[config.mk]
export PLATFORM = sky130hd
export DESIGN_NAME = seg7_scan_decoder
export DESIGN_NICKNAME = d
export VERILOG_FILES = /design/src/rtl/seg7_scan_decoder.sv
export SDC_FILE = /design/constraint.sdc
export NUM_CORES = 1
export LEC_CHECK = 0
export CAP_MARGIN = 20
export CORE_AREA = 2 2 108 110
export CTS_BUF_LIST = sky130_fd_sc_hd__clkbuf_2
export CTS_CLUSTER_DIAMETER = 40
export DETAILED_ROUTE_END_ITERATION = 16
export DIE_AREA = 0 0 110 112
export PLACE_DENSITY_LB_ADDON = 0.2
export SKIP_LAST_GASP = 1
export SLEW_MARGIN = 20
export SYNTH_ARGS = -nofsm -noshare
export SYNTH_HDL_FRONTEND = slang
export SYNTH_SLANG_ARGS = --single-unit
[constraint.sdc]
create_clock -name clk100mhz -period 2.2 [get_ports clk100mhz]
set_clock_uncertainty 0.15 [all_clocks]
set_input_delay 0.66 -clock clk100mhz [delete_from_list [all_inputs] [get_ports clk100mhz]]
set_output_delay 0.66 -clock clk100mhz [all_outputs]
set_load 0.03 [all_outputs]
[src/rtl/seg7_scan_decoder.sv]
// Reads back a multiplexed 7-segment scan bus: debounces each scan slot and
// decodes the lit glyph of the selected digit into a per-position hex value.
//
// state  | meaning
// SETTLE | counting identical samples until the pattern is stable long enough
// HOLD   | stable pattern already committed; wait for the bus to change
module seg7_scan_decoder #(
    parameter int STABLE_CYCLES = 4,
    parameter int DIGITS        = 8
) (
    input  logic                  clk100mhz,
    input  logic                  reset,
    input  logic [DIGITS-1:0]     anodes,
    input  logic [7:0]            cathodes,
    input  logic                  clear,
    output logic [4*DIGITS-1:0]   digits,
    output logic [DIGITS-1:0]     dots,
    output logic [DIGITS-1:0]     digit_valid,
    output logic                  frame_done,
    output logic                  glyph_error,
    output logic                  anode_error
);

    localparam int SW = DIGITS + 8;
    localparam logic [7:0] CNT_TC = 8'(STABLE_CYCLES - 2);

    typedef enum logic {SETTLE, HOLD} state_t;

    state_t            state, state_nxt;
    logic [7:0]        cnt, cnt_nxt;
    logic [SW-1:0]     samp, samp_prev;
    logic [DIGITS-1:0] seen, seen_set, low;
    logic [7:0]        s_cath;
    logic [6:0]        seg;
    logic              commit, changed, one_low, multi_low;
    logic              glyph_hit;
    logic [3:0]        glyph_val;

    assign low     = ~samp[SW-1:8];
    assign s_cath  = samp[7:0];
    assign seg     = ~s_cath[6:0];
    assign changed = (samp != samp_prev);

    assign one_low   = (low != '0) && ((low & (low - DIGITS'(1))) == '0);
    assign multi_low = (low != '0) && !one_low;
    assign seen_set  = seen | low;

    always_comb begin
        glyph_hit = 1'b1;
        glyph_val = 4'h0;
        case (seg)
            7'h3F: glyph_val = 4'h0;
            7'h06: glyph_val = 4'h1;
            7'h5B: glyph_val = 4'h2;
            7'h4F: glyph_val = 4'h3;
            7'h66: glyph_val = 4'h4;
            7'h6D: glyph_val = 4'h5;
            7'h7D: glyph_val = 4'h6;
            7'h07: glyph_val = 4'h7;
            7'h7F: glyph_val = 4'h8;
            7'h6F: glyph_val = 4'h9;
            7'h77: glyph_val = 4'hA;
            7'h7C: glyph_val = 4'hB;
            7'h39: glyph_val = 4'hC;
            7'h5E: glyph_val = 4'hD;
            7'h79: glyph_val = 4'hE;
            7'h71: glyph_val = 4'hF;
            default: glyph_hit = 1'b0;
        endcase
    end

    always_comb begin
        state_nxt = state;
        cnt_nxt   = cnt;
        commit    = 1'b0;
        case (state)
            SETTLE: begin
                if (changed) begin
                    cnt_nxt = 8'd0;
                end else begin
                    if (cnt == CNT_TC) begin
                        commit    = 1'b1;
                        state_nxt = HOLD;
                    end
                    if (cnt != 8'hFF) cnt_nxt = cnt + 8'd1;
                end
            end
            HOLD: begin
                if (changed) begin
                    cnt_nxt   = 8'd0;
                    state_nxt = SETTLE;
                end
            end
            default: state_nxt = SETTLE;
        endcase
    end

    always_ff @(posedge clk100mhz or negedge reset) begin
        if (!reset) begin
            state <= SETTLE;
            cnt   <= 8'd0;
        end else if (clear) begin
            state <= SETTLE;
            cnt   <= 8'd0;
        end else begin
            state <= state_nxt;
            cnt   <= cnt_nxt;
        end
    end

    // Sample regs reset to an idle (all-off) bus so nothing bogus commits.
    always_ff @(posedge clk100mhz or negedge reset) begin
        if (!reset) begin
            samp        <= '1;
            samp_prev   <= '1;
            digits      <= '0;
            dots        <= '0;
            digit_valid <= '0;
            seen        <= '0;
            frame_done  <= 1'b0;
            glyph_error <= 1'b0;
            anode_error <= 1'b0;
        end else begin
            samp        <= {anodes, cathodes};
            samp_prev   <= samp;
            frame_done  <= 1'b0;
            glyph_error <= 1'b0;
            anode_error <= 1'b0;
            if (clear) begin
                digits      <= '0;
                dots        <= '0;
                digit_valid <= '0;
                seen        <= '0;
            end else if (commit) begin
                if (multi_low) begin
                    anode_error <= 1'b1;
                end else if (one_low) begin
                    for (int i = 0; i < DIGITS; i++) begin
                        if (low[i]) begin
                            dots[i] <= ~s_cath[7];
                            if (glyph_hit) begin
                                digits[4*i +: 4] <= glyph_val;
                                digit_valid[i]   <= 1'b1;
                            end else if (seg == 7'h00) begin
                                digits[4*i +: 4] <= 4'h0;
                                digit_valid[i]   <= 1'b0;
                            end else begin
                                digit_valid[i]   <= 1'b0;
                                glyph_error      <= 1'b1;
                            end
                        end
                    end
                    if (&seen_set) begin
                        seen       <= '0;
                        frame_done <= 1'b1;
                    end else begin
                        seen <= seen_set;
                    end
                end
            end
        end
    end

endmodule

==> impl_metrics.ini, run 1 <==
[worst_setup_path]
cp_slowest_stage_delay_ns = 0.65
worst-setup-path-type = reg -> reg
critPathMaxFanout = 7
reg2regPathDepth = 8
cp_cell_sequence = xnor2_2 > nand4_1 > nor4_4 > buf_6 > buf_12 > nand4_4 > mux2i_1 > a21o_1
critPathSlowestCell = dfstp_2
r2r_setup_slack_ns = -0.18
r2r_end = digits[14]
cp.arrival_ns = 2.74
r2r-start = samp[11]
setup.worst_path.start_class = flop
required_ns = 2.56
cp-end-kind = flop

[status]
violations = negative setup slack
status = complete, but fails checks

[sta]
grt_setup_unrepaired = true
fin_crit_sh_pct = 108
finalMaxSlewViolations = 0
worstMarginPinSlew_ns = 0.375
setup_viol = 56
whs_ns = 0.257
fin_ws_ns = -0.180
period_minus_slack_ns = 2.38
relSlewSlack_pct = 74.4
fin_setup_tns_ns = -6.78
hold_viol_final = 0
fmax_mhz = 420

[logic_synthesis]
syn-num-nets = 456
syn_inst = 435
ys_ff_latch = 100
synth_area_leader_cell = dfrtp_1
synth_area_mm2 = 0.00494
post-synth-top-area-fraction_pct = 34.4
synthFlopType = dfrtp_1
synth_cell_types = 54
yosys_warnings = 0
synthTopCellsByArea = dfrtp_1 34%, dfstp_2 17%, mux2i_1 6.7%
synth_enable_flop_cells = 0
ys_seq_area_share_pct = 51.4
synthArstFlopShare_pct = 100
synth_area_per_cell_um2 = 11.4

[finish]
antenna_cells = 0
nets = 641
drive_gt1_share_pct = 43.8
syn2layout_area_growth_pct = 43.6

[power]
power_mw = 3.66
ir_drop_mv = 0.372
leakage_nw = 3.64
powerDensity_mw_per_mm2 = 515

[floorplanning]
start_util_pct = 44.2
num_rows = 39
core_area_mm2 = 0.0112
io_pins = 70
die_w_um = 110
die_area_mm2 = 0.0123
die_h_um = 112

[cts]
clockBufferDepth = 2
clock-sinks = 100
clk_pin_slew_ns = 0.23
root_buffer = clkbuf_2
cts_max_level = 3
clk_latency_ns = 0.61
cts_tree = yes
cts_buffers = 9

[min_path]
hold_class = reg -> reg
hold_start = samp[14]
whs_endpoint = samp_prev[14]
worstHoldPathCells = 0

[drt]
vias = 4022
wl_um = 12900
remaining_drc_errors = 0
ant_nets = 0
firstDrtPassIters = 4
wl_per_cell_um = 16.8
via_per_inst = 5.24
drtIter0Drc = 148

[place]
place_congestion = 0.851
dpl_worst_slack_ns = -0.211
dp_hpwl_um = 8820
port_buffers = 69

[grt]
grt_max_degree = 36
grt_pass1_vias = 4075
grt_pass1_wl_um = 20900
track_usage_pct = 22.1
antenna_found_initial = 0
grt_overflow_total = 0

[flow_run]
drv_cap = 0
cell usage in the layout, fill, tap and decap left out, drive strengths merged, types with 3 or more instances in the layout:
cell type,count
or3,9
nand4,16
or4,3
clkdlybuf4s50,17
dfstp,32
and4,3
a21oi,15
o21a,8
clkbuf,13
a31o,3
o21ai,11
inv,10
nand2b,36
mux2i,33
nor4,5
nand2,15
buf,151
o22ai,4
nor3,7
xnor2,20
dfrtp,68
clkinv,3
a21o,32
a211o,4
nand3b,8
nand3,6
clkdlybuf4s15,29
nor2,32
how the worst max path moves through the flow:
stage / from / to / slack, ns / cells after the start
after global placement: samp[8] / dots[7] / -0.16 / 8
after global routing: samp[11] / digits[5] / -0.30 / 8
after CTS: samp[8] / digits[14] / -0.16 / 8
final: samp[11] / digits[14] / -0.18 / 8
after floorplan: samp[5] / digits[3] / -0.08 / 8
after detailed placement: samp[8] / dots[6] / -0.21 / 7
logic make-up after synthesis:
| kind of cell | share of synthesized area [%] |
|---|---|
| AOI/OAI and AO/OA | 12.6 |
| and+or+nand+nor | 20.3 |
| muxes | 6.68 |
| adders and majority gates | 0.506 |
| xor gates and xnor gates | 4.05 |
| DFF | 51.4 |
| buffers and inverters | 4.43 |
per-stage QoR:
stage | util (%) | std cells | instance area [um^2]
after floorplan | - | 435 | 4980
after global placement | 56.7 | 695 | 6330
after detailed placement | 56.7 | 695 | 6330
after CTS | 61.4 | 741 | 6870
after global routing | 63.5 | 767 | 7100
final | 63.5 | 767 | 7100
cell usage after synthesis (3+ instances only):
| master | n |
|---|---|
| or4_1 | 3 |
| clkbuf_1 | 9 |
| a31o_2 | 3 |
| nand2b_1 | 36 |
| nand4_1 | 7 |
| nor4_1 | 4 |
| a21o_1 | 32 |
| o22ai_1 | 4 |
| nor2_1 | 32 |
| dfrtp_1 | 68 |
| a21oi_1 | 15 |
| nand3_1 | 6 |
| dfstp_2 | 32 |
| buf_2 | 6 |
| o21a_1 | 8 |
| xnor2_1 | 19 |
| nand4_4 | 7 |
| o21ai_0 | 11 |
| mux2i_1 | 33 |
| buf_6 | 9 |
| and4_1 | 3 |
| a211o_1 | 4 |
| nor3_1 | 7 |
| nand3b_1 | 8 |
| nand2_1 | 15 |
| or3_1 | 9 |
| inv_1 | 10 |
critical path, delay by kind of cell, from the launching register on:
kind	cells	cell delay (ns)
AO/OA/AOI/OAI	1	0.17
XOR/XNOR	1	0.15
buffers and inverters	2	0.31
flip-flops	1	0.65
multiplexers	1	0.18
AND/OR/NAND/NOR	3	0.68
sequential cells by signal (all words and copies together) (netlist names):
signal / flops
samp: 16
samp_prev: 16
frame_done: 1
digit_valid: 8
dots: 8
seen: 8
glyph_error: 1
anode_error: 1
state: 1
cnt: 8
digits: 32
metal layers:
layer	share of wire, %	track usage, %	vias to the layer above
li1	-	-	1917
met1	45	30.0	2010
met2	50	35.7	80
met3	3.2	3.69	15
met4	1.6	7.59	0
met5	0	0	-
layout make-up:
cell class                      count  area, um^2
Fill cell                         897        4070
Sequential cell                   100        2540
Multi-Input combinational cell    299        2450
Timing Repair Buffer              200        1800
Tap cell                          143         179
Clock buffer                       11        55.1
Clock inverter                      4        41.3
Inverter                           10        37.5
power by group:
part / switching [mW] / internal (mW) / total (mW)
logic: 0.401 / 0.361 / 0.763
clock network: 0.594 / 0.255 / 0.849
registers: 0.0848 / 1.96 / 2.05
total: 1.08 / 2.58 / 3.66
what timing repair did:
item | CTS | global route
endpoints found under the setup margin | 108 | 99
pin swaps | 14 | 15
hold endpoints to repair | 11 | 0
hold buffers | 1 | 0
gates cloned | 2 | 0
setup buffers | 28 | 26
resized for setup | 185 | 70
No activity file was read; power rests on OpenSTA's default activity.
==> run 2: changes to the inputs <==
--- a/constraint.sdc
+++ b/constraint.sdc
@@ -4,2 +4,2 @@
 set_output_delay 0.66 -clock clk100mhz [all_outputs]
-set_load 0.03 [all_outputs]
+set_load 0.05 [all_outputs]
==> run 2 against run 1 <==
The flow still finishes with violations (negative setup slack). Clock power up 18%. Final cell count down 3.8%. Cell area down 3.7%. Setup slack worse by 0.032 ns. Die area unchanged. Core utilization down 2.4 points. Non-clock buffer count down 30. Worst hold slack better by 0.012 ns. Sequential power about the same. Fmax down 1.3%. First-iteration DRC count up 48%. Critical endpoint is now digits[2].
==> impl_metrics.ini, run 2 (same netlist as run 1, synthesis figures left out) <==
[worst_setup_path]
required_ns = 2.57
cp.arrival_ns = 2.78
reg2regPathDepth = 9
worst-setup-path-type = reg -> reg
setup.worst_path.start_class = flop
cp-end-kind = flop
critPathMaxFanout = 5

[finish]
layout.cells.most_common = buf_4
antenna_cells = 0
fin_area_mm2 = 0.00684
syn2layout_area_growth_pct = 38.3
drive_gt1_share_pct = 43.0
final_util_pct = 61.2
fillers = 906
top_regs = digits: 32 flops, samp: 16 flops, samp_prev: 16 flops
largest_register_ffs = 32
largest-register = digits
final_cell_mix = 128 x buf_4, 68 x dfrtp_1, 34 x nand2b_1
nets = 611

[floorplanning]
die_h_um = 112
io_pins = 70
core_area_mm2 = 0.0112
num_rows = 39
die_w_um = 110
start_util_pct = 44.2
die_area_mm2 = 0.0123

[min_path]
worstHoldPathCells = 1
hold_class = in -> reg

[sta]
fmax_mhz = 415
relSlewSlack_pct = 75.8
period_minus_slack_ns = 2.41
worstMarginPinSlew_ns = 0.361
setup_viol = 58
grt_setup_unrepaired = true
hold_viol_final = 0
finalMaxSlewViolations = 0
fin_crit_sh_pct = 110
fin_ws_ns = -0.212

[grt]
track_usage_pct = 22.0
grt_overflow_total = 0
grt_pass1_vias = 4043
grt_pass1_wl_um = 20800
antenna_found_initial = 0
grt_max_degree = 37

[status]
violations = negative setup slack
status = complete, but fails checks

[place]
place_congestion = 0.826
place_area_mm2 = 0.00619
port_buffers = 69
dp_hpwl_um = 8570

[drt]
top_layer_used = met4
via_per_inst = 5.37
ant_nets = 0
remaining_drc_errors = 0
wl_met1_um = 5720
route.met2.wl_um = 5990
wl_per_cell_um = 16.8
wl_met3_um = 538
vias = 3965
wl_um = 12400
firstDrtPassIters = 4
drtIter0Drc = 219

[flow_run]
drv_cap = 0

[cts]
cts_tree = yes
clockBufferDepth = 2
cts_max_level = 3
root_buffer = clkbuf_2
clock-sinks = 100
clk_latency_ns = 0.60
clk_pin_slew_ns = 0.26
cts_buffers = 9

[power]
p_int_mw = 2.66
powerDensity_mw_per_mm2 = 567
leakage_nw = 3.55
power.share.clock_pct = 25.9
p_sw_share_pct = 31.2
p_switching_mw = 1.21
seq_power_share_pct = 53.0
comb_power_share_pct = 21.2
ir_drop_mv = 0.362
## run 2: cell count changes in the layout (fill, tap and decap cells not counted), sizes merged
cell | previous run | this run
bufinv | 1 | 2
clkbuf | 13 | 10
clkdlybuf4s15 | 29 | 0
clkinv | 3 | 5
## run 2: worst paths after layout
path	end	from	slack, ns
worst max-delay path	digits[2]	samp[8]	-0.21
worst min-delay path	samp[2]	cathodes[2]	0.27
worst max register to register	digits[2]	samp[8]	-0.21
worst min register to register	samp_prev[12]	samp[12]	0.27
max in group asynchronous	samp_prev[9]	reset	1.03
min in group asynchronous	seen[1]	reset	0.30
## run 2: final cells by class
| cell class | count | area (um^2) | share of cell area [%] |
|---|---|---|---|
| clock inverters | 7 | 91.3 | 1.34 |
| flip-flops and latches | 100 | 2540 | 37.2 |
| clock buffers | 9 | 45.0 | 0.659 |
| multi-input cells | 299 | 2450 | 35.9 |
| inverters | 10 | 37.5 | 0.549 |
| repair buffers | 170 | 1490 | 21.7 |
| well taps | 143 | 179 | 2.62 |
## run 2: timing repair
item | CTS | global route
cloned | 3 | 0
buffers inserted | 22 | 2
gates resized for setup | 47 | 29
endpoints found under the setup margin | 57 | 69
hold buffers | 1 | 0
endpoints found under the hold margin | 9 | 0
pin swaps | 15 | 10
## run 2: layer usage
layer  up-vias  track usage [%]
met5         -                0
li1       1859                -
met4         0             7.68
met1      2013             31.1
met3        16             4.51
met2        77             33.5
## run 2: worst max-delay path, cell delays in order, from the launching register on
cell     delay (ns)
dfstp_2        0.62
buf_6          0.12
and4_4         0.23
nand4_1        0.18
a31oi_4        0.30
buf_6          0.19
nand4_4        0.12
buf_12         0.16
mux2i_1        0.11
a21o_1         0.17
## run 2: power by group through the flow
stage / logic, mW / registers [mW] / clock network [mW]
6_report: 0.820 / 2.05 / 1.00
5_1_grt: 0.874 / 2.07 / 1.11
4_1_cts: 0.819 / 2.05 / 1.03
3_5_place_dp: 0.765 / 2.08 / 0
3_3_place_gp: 0.757 / 2.08 / 0
2_1_floorplan: 0.235 / 2.30 / 0
## run 2: through the flow
stage	power, mW	setup slack [ns]	hold WS (ns)	instances	setup TNS, ns
floorplan	2.53	-0.0898	0.202	435	-1.10
global placement	2.83	-0.256	0.227	695	-9.95
detailed placement	2.84	-0.262	0.231	695	-10.38
CTS	3.90	-0.184	0.224	737	-7.77
global route	4.06	-0.315	0.196	738	-15.70
finish	3.87	-0.212	0.269	738	-9.31
